**config.mk**
```make
export PLATFORM = sky130hd
export DESIGN_NAME = bin_to_bcd_flat
export DESIGN_NICKNAME = d
export VERILOG_FILES = /design/src/rtl/bin_to_bcd_pkg.sv /design/src/rtl/bin_to_bcd_if.sv /design/src/rtl/bin_to_bcd_add3.sv /design/src/rtl/bin_to_bcd.sv /design/src/flat_wrapper.sv
export SDC_FILE = /design/constraint.sdc
export NUM_CORES = 1
export LEC_CHECK = 0
export ABC_AREA = 1
export ABC_CLOCK_PERIOD_IN_PS = 1700
export CAP_MARGIN = 20
export CELL_PAD_IN_SITES_DETAIL_PLACEMENT = 1
export CELL_PAD_IN_SITES_GLOBAL_PLACEMENT = 2
export CORE_ASPECT_RATIO = 1.1
export CORE_MARGIN = 4
export CORE_UTILIZATION = 30
export CTS_BUF_LIST = sky130_fd_sc_hd__clkbuf_16
export DETAILED_ROUTE_END_ITERATION = 7
export GPL_TIMING_DRIVEN = 0
export HOLD_SLACK_MARGIN = 0.12
export MAX_ROUTING_LAYER = met4
export PLACE_DENSITY_LB_ADDON = 0.1
export SLEW_MARGIN = 20
export SYNTH_ARGS = -nofsm -noshare
export SYNTH_HDL_FRONTEND = slang
export SYNTH_SLANG_ARGS = --single-unit
export TNS_END_PERCENT = 5
```
**constraint.sdc**
```tcl
create_clock -name i_clk -period 1.7 [get_ports i_clk]
set_clock_uncertainty 0.2 [all_clocks]
set_input_delay 0.51 -clock i_clk [delete_from_list [all_inputs] [get_ports i_clk]]
set_output_delay 0.51 -clock i_clk [all_outputs]
set_load 0.05 [all_outputs]
```
**src/rtl/bin_to_bcd_pkg.sv**
```systemverilog
// Shared constants and types for the sequential binary-to-BCD converter.
package bin_to_bcd_pkg;

    typedef enum logic {
        ST_IDLE    = 1'b0,
        ST_CONVERT = 1'b1
    } state_t;

    localparam int          BCD_DIGITS = 4;
    localparam int          BCD_MAX    = 9999;
    localparam logic [15:0] BCD_SAT    = 16'h9999;
    localparam logic [3:0]  ADJ_THRESH = 4'd5;
    localparam logic [3:0]  ADJ_CONST  = 4'd3;

endpackage

```
**src/rtl/bin_to_bcd_if.sv**
```systemverilog
// Request/result bundle between the value source, the converter and the display driver.
interface bin_to_bcd_if #(
    parameter int BIN_WIDTH = 14
);
    logic                 start;
    logic [BIN_WIDTH-1:0] bin;
    logic                 busy;
    logic                 done;
    logic                 ovf;
    logic [3:0]           units;
    logic [3:0]           tens;
    logic [3:0]           hundreds;
    logic [3:0]           thousands;

    modport master (
        output start, bin,
        input  busy, done, ovf, units, tens, hundreds, thousands
    );

    modport slave (
        input  start, bin,
        output busy, done, ovf, units, tens, hundreds, thousands
    );
endinterface

```
**src/rtl/bin_to_bcd_add3.sv**
```systemverilog
// Double-dabble nibble correction: digits 5..9 become 8..12 so the next shift carries.
module bcd_add3
    import bin_to_bcd_pkg::*;
(
    input  logic [3:0] i_nib,
    output logic [3:0] o_nib
);

    assign o_nib = (i_nib >= ADJ_THRESH) ? i_nib + ADJ_CONST : i_nib;

endmodule

```
**src/rtl/bin_to_bcd.sv**
```systemverilog
// Iterative binary-to-BCD converter, one input bit per clock; results held between
// conversions so the display never sees a partial value.
module bin_to_bcd
    import bin_to_bcd_pkg::*;
#(
    parameter int BIN_WIDTH = 14
)(
    input  logic         i_clk,
    input  logic         i_rst,
    bin_to_bcd_if.slave  bus
);

    localparam logic [3:0] CNT_INIT = 4'(BIN_WIDTH);

    state_t                 r_state;
    logic [BIN_WIDTH-1:0]   r_shift;
    logic [15:0]            r_scratch;
    logic [3:0]             r_cnt;
    logic                   r_ovf_pend;
    logic                   r_busy;
    logic                   r_done;
    logic                   r_ovf;
    logic [15:0]            r_digits;

    logic [15:0]            w_adj;
    logic [BIN_WIDTH+15:0]  w_cat;
    logic                   w_ovf_in;

    for (genvar g = 0; g < BCD_DIGITS; g++) begin : g_adj
        bcd_add3 u_add3 (
            .i_nib (r_scratch[4*g +: 4]),
            .o_nib (w_adj[4*g +: 4])
        );
    end

    // Adjusted scratch and remaining input bits move left together as one register.
    assign w_cat    = {w_adj, r_shift} << 1;
    assign w_ovf_in = {{(32-BIN_WIDTH){1'b0}}, bus.bin} > 32'(BCD_MAX);

    always_ff @(posedge i_clk) begin
        if (i_rst) begin
            r_state    <= ST_IDLE;
            r_shift    <= '0;
            r_scratch  <= '0;
            r_cnt      <= '0;
            r_ovf_pend <= 1'b0;
            r_busy     <= 1'b0;
            r_done     <= 1'b0;
            r_ovf      <= 1'b0;
            r_digits   <= '0;
        end else begin
            r_done <= 1'b0;
            case (r_state)
                ST_IDLE: begin
                    if (bus.start) begin
                        r_shift    <= bus.bin;
                        r_scratch  <= '0;
                        r_cnt      <= CNT_INIT;
                        r_ovf_pend <= w_ovf_in;
                        r_busy     <= 1'b1;
                        r_state    <= ST_CONVERT;
                    end
                end
                ST_CONVERT: begin
                    {r_scratch, r_shift} <= w_cat;
                    r_cnt                <= r_cnt - 4'd1;
                    if (r_cnt == 4'd1) begin
                        r_digits <= r_ovf_pend ? BCD_SAT : w_cat[BIN_WIDTH +: 16];
                        r_ovf    <= r_ovf_pend;
                        r_done   <= 1'b1;
                        r_busy   <= 1'b0;
                        r_state  <= ST_IDLE;
                    end
                end
            endcase
        end
    end

    assign bus.busy      = r_busy;
    assign bus.done      = r_done;
    assign bus.ovf       = r_ovf;
    assign bus.units     = r_digits[3:0];
    assign bus.tens      = r_digits[7:4];
    assign bus.hundreds  = r_digits[11:8];
    assign bus.thousands = r_digits[15:12];

endmodule

```
**src/flat_wrapper.sv**
```systemverilog
// flat-port wrapper written by rule: the top's interface ports become plain ports
module bin_to_bcd_flat import bin_to_bcd_pkg::*;
#(
    parameter int BIN_WIDTH = 14
)
  (i_clk, i_rst, bus_start, bus_bin, bus_busy, bus_done, bus_ovf, bus_units, bus_tens, bus_hundreds, bus_thousands);
  bin_to_bcd_if #(.BIN_WIDTH(BIN_WIDTH)) bus_i ();
  input  logic i_clk;
  input  logic i_rst;
  input wire logic [$bits(bus_i.start)-1:0] bus_start;
  input wire logic [$bits(bus_i.bin)-1:0] bus_bin;
  output wire logic [$bits(bus_i.busy)-1:0] bus_busy;
  output wire logic [$bits(bus_i.done)-1:0] bus_done;
  output wire logic [$bits(bus_i.ovf)-1:0] bus_ovf;
  output wire logic [$bits(bus_i.units)-1:0] bus_units;
  output wire logic [$bits(bus_i.tens)-1:0] bus_tens;
  output wire logic [$bits(bus_i.hundreds)-1:0] bus_hundreds;
  output wire logic [$bits(bus_i.thousands)-1:0] bus_thousands;
  assign bus_i.start = bus_start;
  assign bus_i.bin = bus_bin;
  assign bus_busy = bus_i.busy;
  assign bus_done = bus_i.done;
  assign bus_ovf = bus_i.ovf;
  assign bus_units = bus_i.units;
  assign bus_tens = bus_i.tens;
  assign bus_hundreds = bus_i.hundreds;
  assign bus_thousands = bus_i.thousands;
  bin_to_bcd #(.BIN_WIDTH(BIN_WIDTH)) u_core (.i_clk(i_clk), .i_rst(i_rst), .bus(bus_i));
endmodule
```
== Yosys cells after proc, flatten, opt, wreduce, memory -nomap -nowiden ==
Index checks and enable logic that the tools add are counted.

* Bits in registers: 55
* Input bits: 17
* Output and inout bits: 19
* Word-level logic and storage cells: 45

* $add $sub $neg: 5
* $lt $le $gt $ge: 5
* Eq/ne operators: 3
* Multiplexer cells: 18
* Bitwise operators: 1
* Reductions and logical operators: 4

{| class="wikitable"
|+ Operator list
! kind !! count
|-
| 2-to-1 mux 16 bit || 2
|-
| one-hot mux 16 bit (2 select lines) || 1
|-
| one-hot mux 14 bit (2 select lines) || 1
|-
| greater-or-equal comparator 4 x 3 -> 1 bit (second input constant) || 4
|-
| 2-to-1 mux 4 bit || 4
|-
| > comparator 14 bit (second input constant) || 1
|-
| 2-to-1 mux 14 bit || 1
|-
| adder 4 x 2 -> 4 bit (second input constant) || 3
|-
| one-hot mux 4 bit (2 select lines) || 1
|-
| AND reduction 2 bit || 3
|-
| 2-to-1 mux 1 bit || 5
|-
| equality test 4 x 1 -> 1 bit (second input constant) || 1
|-
| inequality test 2 bit (second input constant) || 2
|-
| one-hot mux 1 bit (2 select lines) || 2
|-
| subtractor 4 x 1 -> 4 bit (second input constant) || 1
|-
| adder 3 x 2 -> 3 bit (second input constant) || 1
|-
| 2-to-1 mux 3 bit || 1
|-
| OR reduction 2 bit || 1
|-
| NOT 1 bit || 1
|}

== Logic depth before layout (Yosys ltp) ==
* Word-level depth: 3
* Mapped depth: 8

== Modules after synthesis ==
Synthesis repeated with hierarchy kept, for this count alone.

* Cells, all modules: 385
* Area, all modules: 2,755.1 sq um

{| class="wikitable"
|+ Modules (own cells, without submodules)
! module !! times used !! cells an instance !! area an instance (sq um)
|-
| bin_to_bcd || 1 || 293 || 2,214.6
|-
| bcd_add3 || 4 || 23 || 135.1
|}

== Worst setup path after synthesis ==
OpenSTA, ideal clock, no wires.

* Kind: register to register
* From: register u_core.r_scratch[8]
* To: register u_core.r_scratch[10]
* Library setup time: 0.132 ns
* Data arrival time: 1.058 ns
* Required time: 1.368 ns
* Slack: 0.310 ns
* Cell stages (with the launch flop): 9
* Period minus slack after synthesis: 1.390 ns
* Cells stage by stage: dfxtp_1 inv_1 ha_1 inv_1 nand2_1 nand3_1 nand2_1 nand3_1 a21oi_1

* Longest elaborated chain between the ends: 3
* Elaborated cells between the ends (all ways): 4
* Those cells by class: 1 x add/sub; 1 x order compare; 2 x mux

{| class="wikitable"
|+ Ends and longest elaborated chain
! element !! line !! text
|-
| start, declared || bin_to_bcd.sv:17 || <nowiki>logic [15:0] r_scratch;</nowiki>
|-
| start signal, assigned || bin_to_bcd.sv:65 || <nowiki>{r_scratch, r_shift} <= w_cat;</nowiki>
|-
| adder 4 x 2 -> 4 bit or greater-or-equal comparator 4 x 3 -> 1 bit (tied branches) || bin_to_bcd_add3.sv:9 || <nowiki>assign o_nib = (i_nib >= ADJ_THRESH) ? i_nib + ADJ_CONST : i_nib;</nowiki>
|-
| 2-to-1 mux 4 bit * || bin_to_bcd_add3.sv:9 ||
|-
| one-hot mux 16 bit (2 select lines) * || bin_to_bcd.sv:53 || <nowiki>case (r_state)</nowiki>
|}

Every way passes the cells marked *; elsewhere a longest branch is shown, timed or not.
A chain may end at the register's enable or synchronous reset.

== Worst setup path after layout ==
* From: register u_core.r_done (netlist: u_core.bus.done)
* To: output bus_done

{| class="wikitable"
|+ RTL lines
! element !! line !! text
|-
| start, declared || bin_to_bcd.sv:21 || <nowiki>logic r_done;</nowiki>
|-
| start signal, assigned || bin_to_bcd.sv:48 || <nowiki>r_done <= 1'b0;</nowiki>
|-
| start signal, assigned || bin_to_bcd.sv:52 || <nowiki>r_done <= 1'b0;</nowiki>
|-
| start signal, assigned || bin_to_bcd.sv:70 || <nowiki>r_done <= 1'b1;</nowiki>
|-
| end, declared || flat_wrapper.sv:13 || <nowiki>output wire logic [$bits(bus_i.done)-1:0] bus_done;</nowiki>
|}

No word-level cell between the ends.

==> impl_summary.log <==
[metrics] initial antenna violation count: 0
[metrics] share of cells above drive strength 1: 0.125
[metrics] H-Tree Depth: 2
[metrics] static leakage: 1.42 nW
[metrics] starting density of the core: 0.308
[metrics] HPWL after detailed placement: 5.37 mm
[metrics] CTS Buf Count: 5
[metrics] Starting DRT DRC Count: 76
[metrics] Detail Route Antenna Nets: 0
[metrics] most common cell in the synthesized netlist: nand2_1
[metrics] Skew-Pair Late Insertion Delay: 0.29 ns
[metrics] number of hold violations in the final report: 0
[metrics] hold-fix buffers at CTS: 0
[metrics] io pins: 36
[metrics] largest cells by area after synthesis: dfxtp_1, nand2_1, nand3_1, inv_1, a21oi_1
[metrics] maximum count of clock buffers along a single path: 2
[metrics] critical path data arrival time: 0.96 ns
[metrics] Worst Path Buf+Inv: 1
[metrics] WL final: 7.31 mm
[metrics] number of clock sinks seen by CTS: 55
[metrics] post-detailed-placement cell area: 0.00307 mm^2
[metrics] placer congestion estimate: roughly 0.76
[metrics] outcome: finished, final reports clean
[metrics] Setup Slack @ Placement: -0.460 ns
[metrics] post-DR wirelength/cell: 14.3 um
[metrics] setup TNS: 0 ns
[metrics] proportion of netlist area held by the largest area contributor: 0.427
[metrics] ANT cells: 0
[metrics] hold crit path type: reg -> reg
[metrics] fraction of the yosys area taken by sequential cells: 0.427
[metrics] kind of start point of the critical path: flip-flop
[metrics] Avg Inst Size Synth: 7.21 um^2
[metrics] PostCTS Resize Cnt: between 90 and 100
[metrics] classification of the worst setup path: reg -> out
[metrics] number of global-route vias before repair: 2,470
[metrics] detailed-route via count: 2,471
[metrics] register-to-register path setup slack: 0.06 ns
[metrics] FF+latch count, synth: 55
[metrics] final setup violation count: 0
[metrics] pin count of the biggest net entering global routing: 17
[metrics] P per Cell Area: 852 mW/mm^2
[metrics] length of the first detailed-routing pass in iterations: 4
[metrics] longest individual stage delay on the worst path: 0.35 ns
[metrics] cell type contributing the most total cell area after synthesis: dfxtp_1
[metrics] area of the die: between 0.01 and 0.015 mm^2
[metrics] first-pass GRT wire length: 12.5 mm
[metrics] worst supply voltage drop on vdd: 380 uV
[metrics] worst-margin pin slew: about 0.56 ns
[metrics] post-route cell area: 0.00313 mm^2
[metrics] count of unique library cells instantiated by Yosys: 23
[metrics] Area growth syn-to-layout: 21.4%
[metrics] clk root buf: clkbuf_16
[metrics] endpoint required time on the critical path: 0.99 ns
[metrics] post-route fraction of the period consumed by the critical path: 0.981
[metrics] final core area utilization: 0.374
[metrics] final-stage net count: 427
[metrics] global router's overall resource usage: 0.162
[metrics] Final Max Tran Viols: 0
[metrics] clock transition at the registers of the reported paths: about 0.07 ns
[metrics] Ys Warns: 0
[metrics] post-synthesis instance area: 0.00258 mm^2
[metrics] fraction of synthesis flops using an asynchronous set or reset pin: 0
[metrics] dominant synthesized flop cell: dfxtp_1
[metrics] Slowest cell on crit path: clkdlybuf4s18_2
[metrics] vias per inst: ~4.8
[metrics] crit path setup slack, layout: 0.0329 ns
[metrics] core area: 0.00836 mm^2
[metrics] I/O Buffers: 35
[metrics] number of max-cap violations: 0
[metrics] critical path capture point type: output pin
[metrics] Remaining DRCs: 0
[metrics] clock period minus worst slack: 1.67 ns
[metrics] top cells by count, synth: nand2_1, dfxtp_1, inv_1
[metrics] total number of placement rows: 35
[metrics] max_slew headroom: 0.629
[metrics] ordered cell list for the critical path: clkdlybuf4s18_2
[metrics] Die Span X: 96.4 um
[metrics] crit-path leading delay family: buffers and inverters
[metrics] Mapped Cells: 358
[metrics] number of enable-type register cells in the synthesized netlist: 0
[metrics] total congestion overflow after global routing: 0
[metrics] nets in the synthesized netlist: 385
[metrics] RSZ-0062 raised after global routing: true
[metrics] Fmax achieved: 600 MHz
[metrics] clock tree from TritonCTS: built
[metrics] vertical die dimension: 105 um
[metrics] setup bufs post-CTS: 0
[metrics] critical path peak fanout: 1
placed cells by master (no fill, tap or decap), types with 2 or more instances in the layout:
| cell | count |
|---|---|
| a21oi_1 | 29 |
| a22oi_1 | 5 |
| buf_2 | 24 |
| buf_4 | 5 |
| clkbuf_16 | 5 |
| clkbuf_2 | 2 |
| clkdlybuf4s50_1 | 14 |
| dfxtp_1 | 55 |
| ha_1 | 10 |
| inv_1 | 46 |
| inv_2 | 4 |
| nand2_1 | 97 |
| nand3_1 | 37 |
| nand4_1 | 11 |
| nor2_1 | 10 |
| nor2_2 | 2 |
| nor2_4 | 3 |
| o211ai_1 | 2 |
| o21ai_0 | 11 |
| o21ai_1 | 18 |
layer usage:
layer  routed length [um]  global-route usage
met5                    0                   -
met2                 3570               0.264
met3                  240              0.0335
met1                 3400               0.203
met4                   99              0.0421
cell families after synthesis:
logic type | count (synthesis) | share of synthesized area
buffers and inverters | 62 | 0.0994
xor gates and xnor gates | 1 | 0.00340
DFF | 55 | 0.427
and+or+nand+nor | 163 | 0.283
AOI/OAI and AO/OA | 67 | 0.139
adders and majority gates | 10 | 0.0485
metrics by stage:
step / hold WS, ns / total power (W) / std cells
finish: 0.255 / 0.00267 / 512
global route: 0.282 / 0.00279 / 512
CTS: 0.264 / 0.00270 / 512
detailed placement: 0.254 / 0.00169 / 504
global placement: 0.242 / 0.00169 / 504
floorplan: 0.236 / 0.00156 / 358
power by group:
part | switching, W | leakage, nW | internal, W
clock | 0.000479 | 0.0726 | 0.000540
sequential | 0.0000232 | 0.447 | 0.00133
combinational | 0.000189 | 0.897 | 0.000109
total | 0.000691 | 1.42 | 0.00198
registers in the layout (all words and copies together), names as in the netlist:
| register | flops |
|---|---|
| u_core.r_state | 1 |
| u_core.r_shift | 14 |
| u_core.bus.ovf | 1 |
| u_core.r_scratch | 16 |
| u_core.bus.done | 1 |
| u_core.r_cnt | 4 |
| u_core.r_digits | 16 |
| u_core.r_ovf_pend | 1 |
| u_core.bus.busy | 1 |
area by class of cell:
type	count	area, um^2
plain buffers	13	77.6
fillers	1077	5230
clock buffers	5	125
multi-input cells	241	1230
well taps	111	139
flip-flops and latches	55	1100
repair buffers	35	262
clock inverters	3	16.3
inverters	49	184
path summary, 6_finish.rpt:
check                                    startpoint                   to  cells past startpoint
worst max-delay path                u_core.bus.done             bus_done                      1
worst min-delay path            u_core.r_digits[14]  u_core.r_digits[14]                      2
worst max register to register      u_core.r_cnt[1]  u_core.r_digits[11]                      5
worst min register to register  u_core.r_digits[14]  u_core.r_digits[14]                      2
tightest hold or removal path, cell delays in order, from the launching register on:
cell and delay [ns]:
dfxtp_1 0.31, nand2_1 0.05, o21ai_1 0.05
Note: power is estimated with default switching activity, not from simulation.
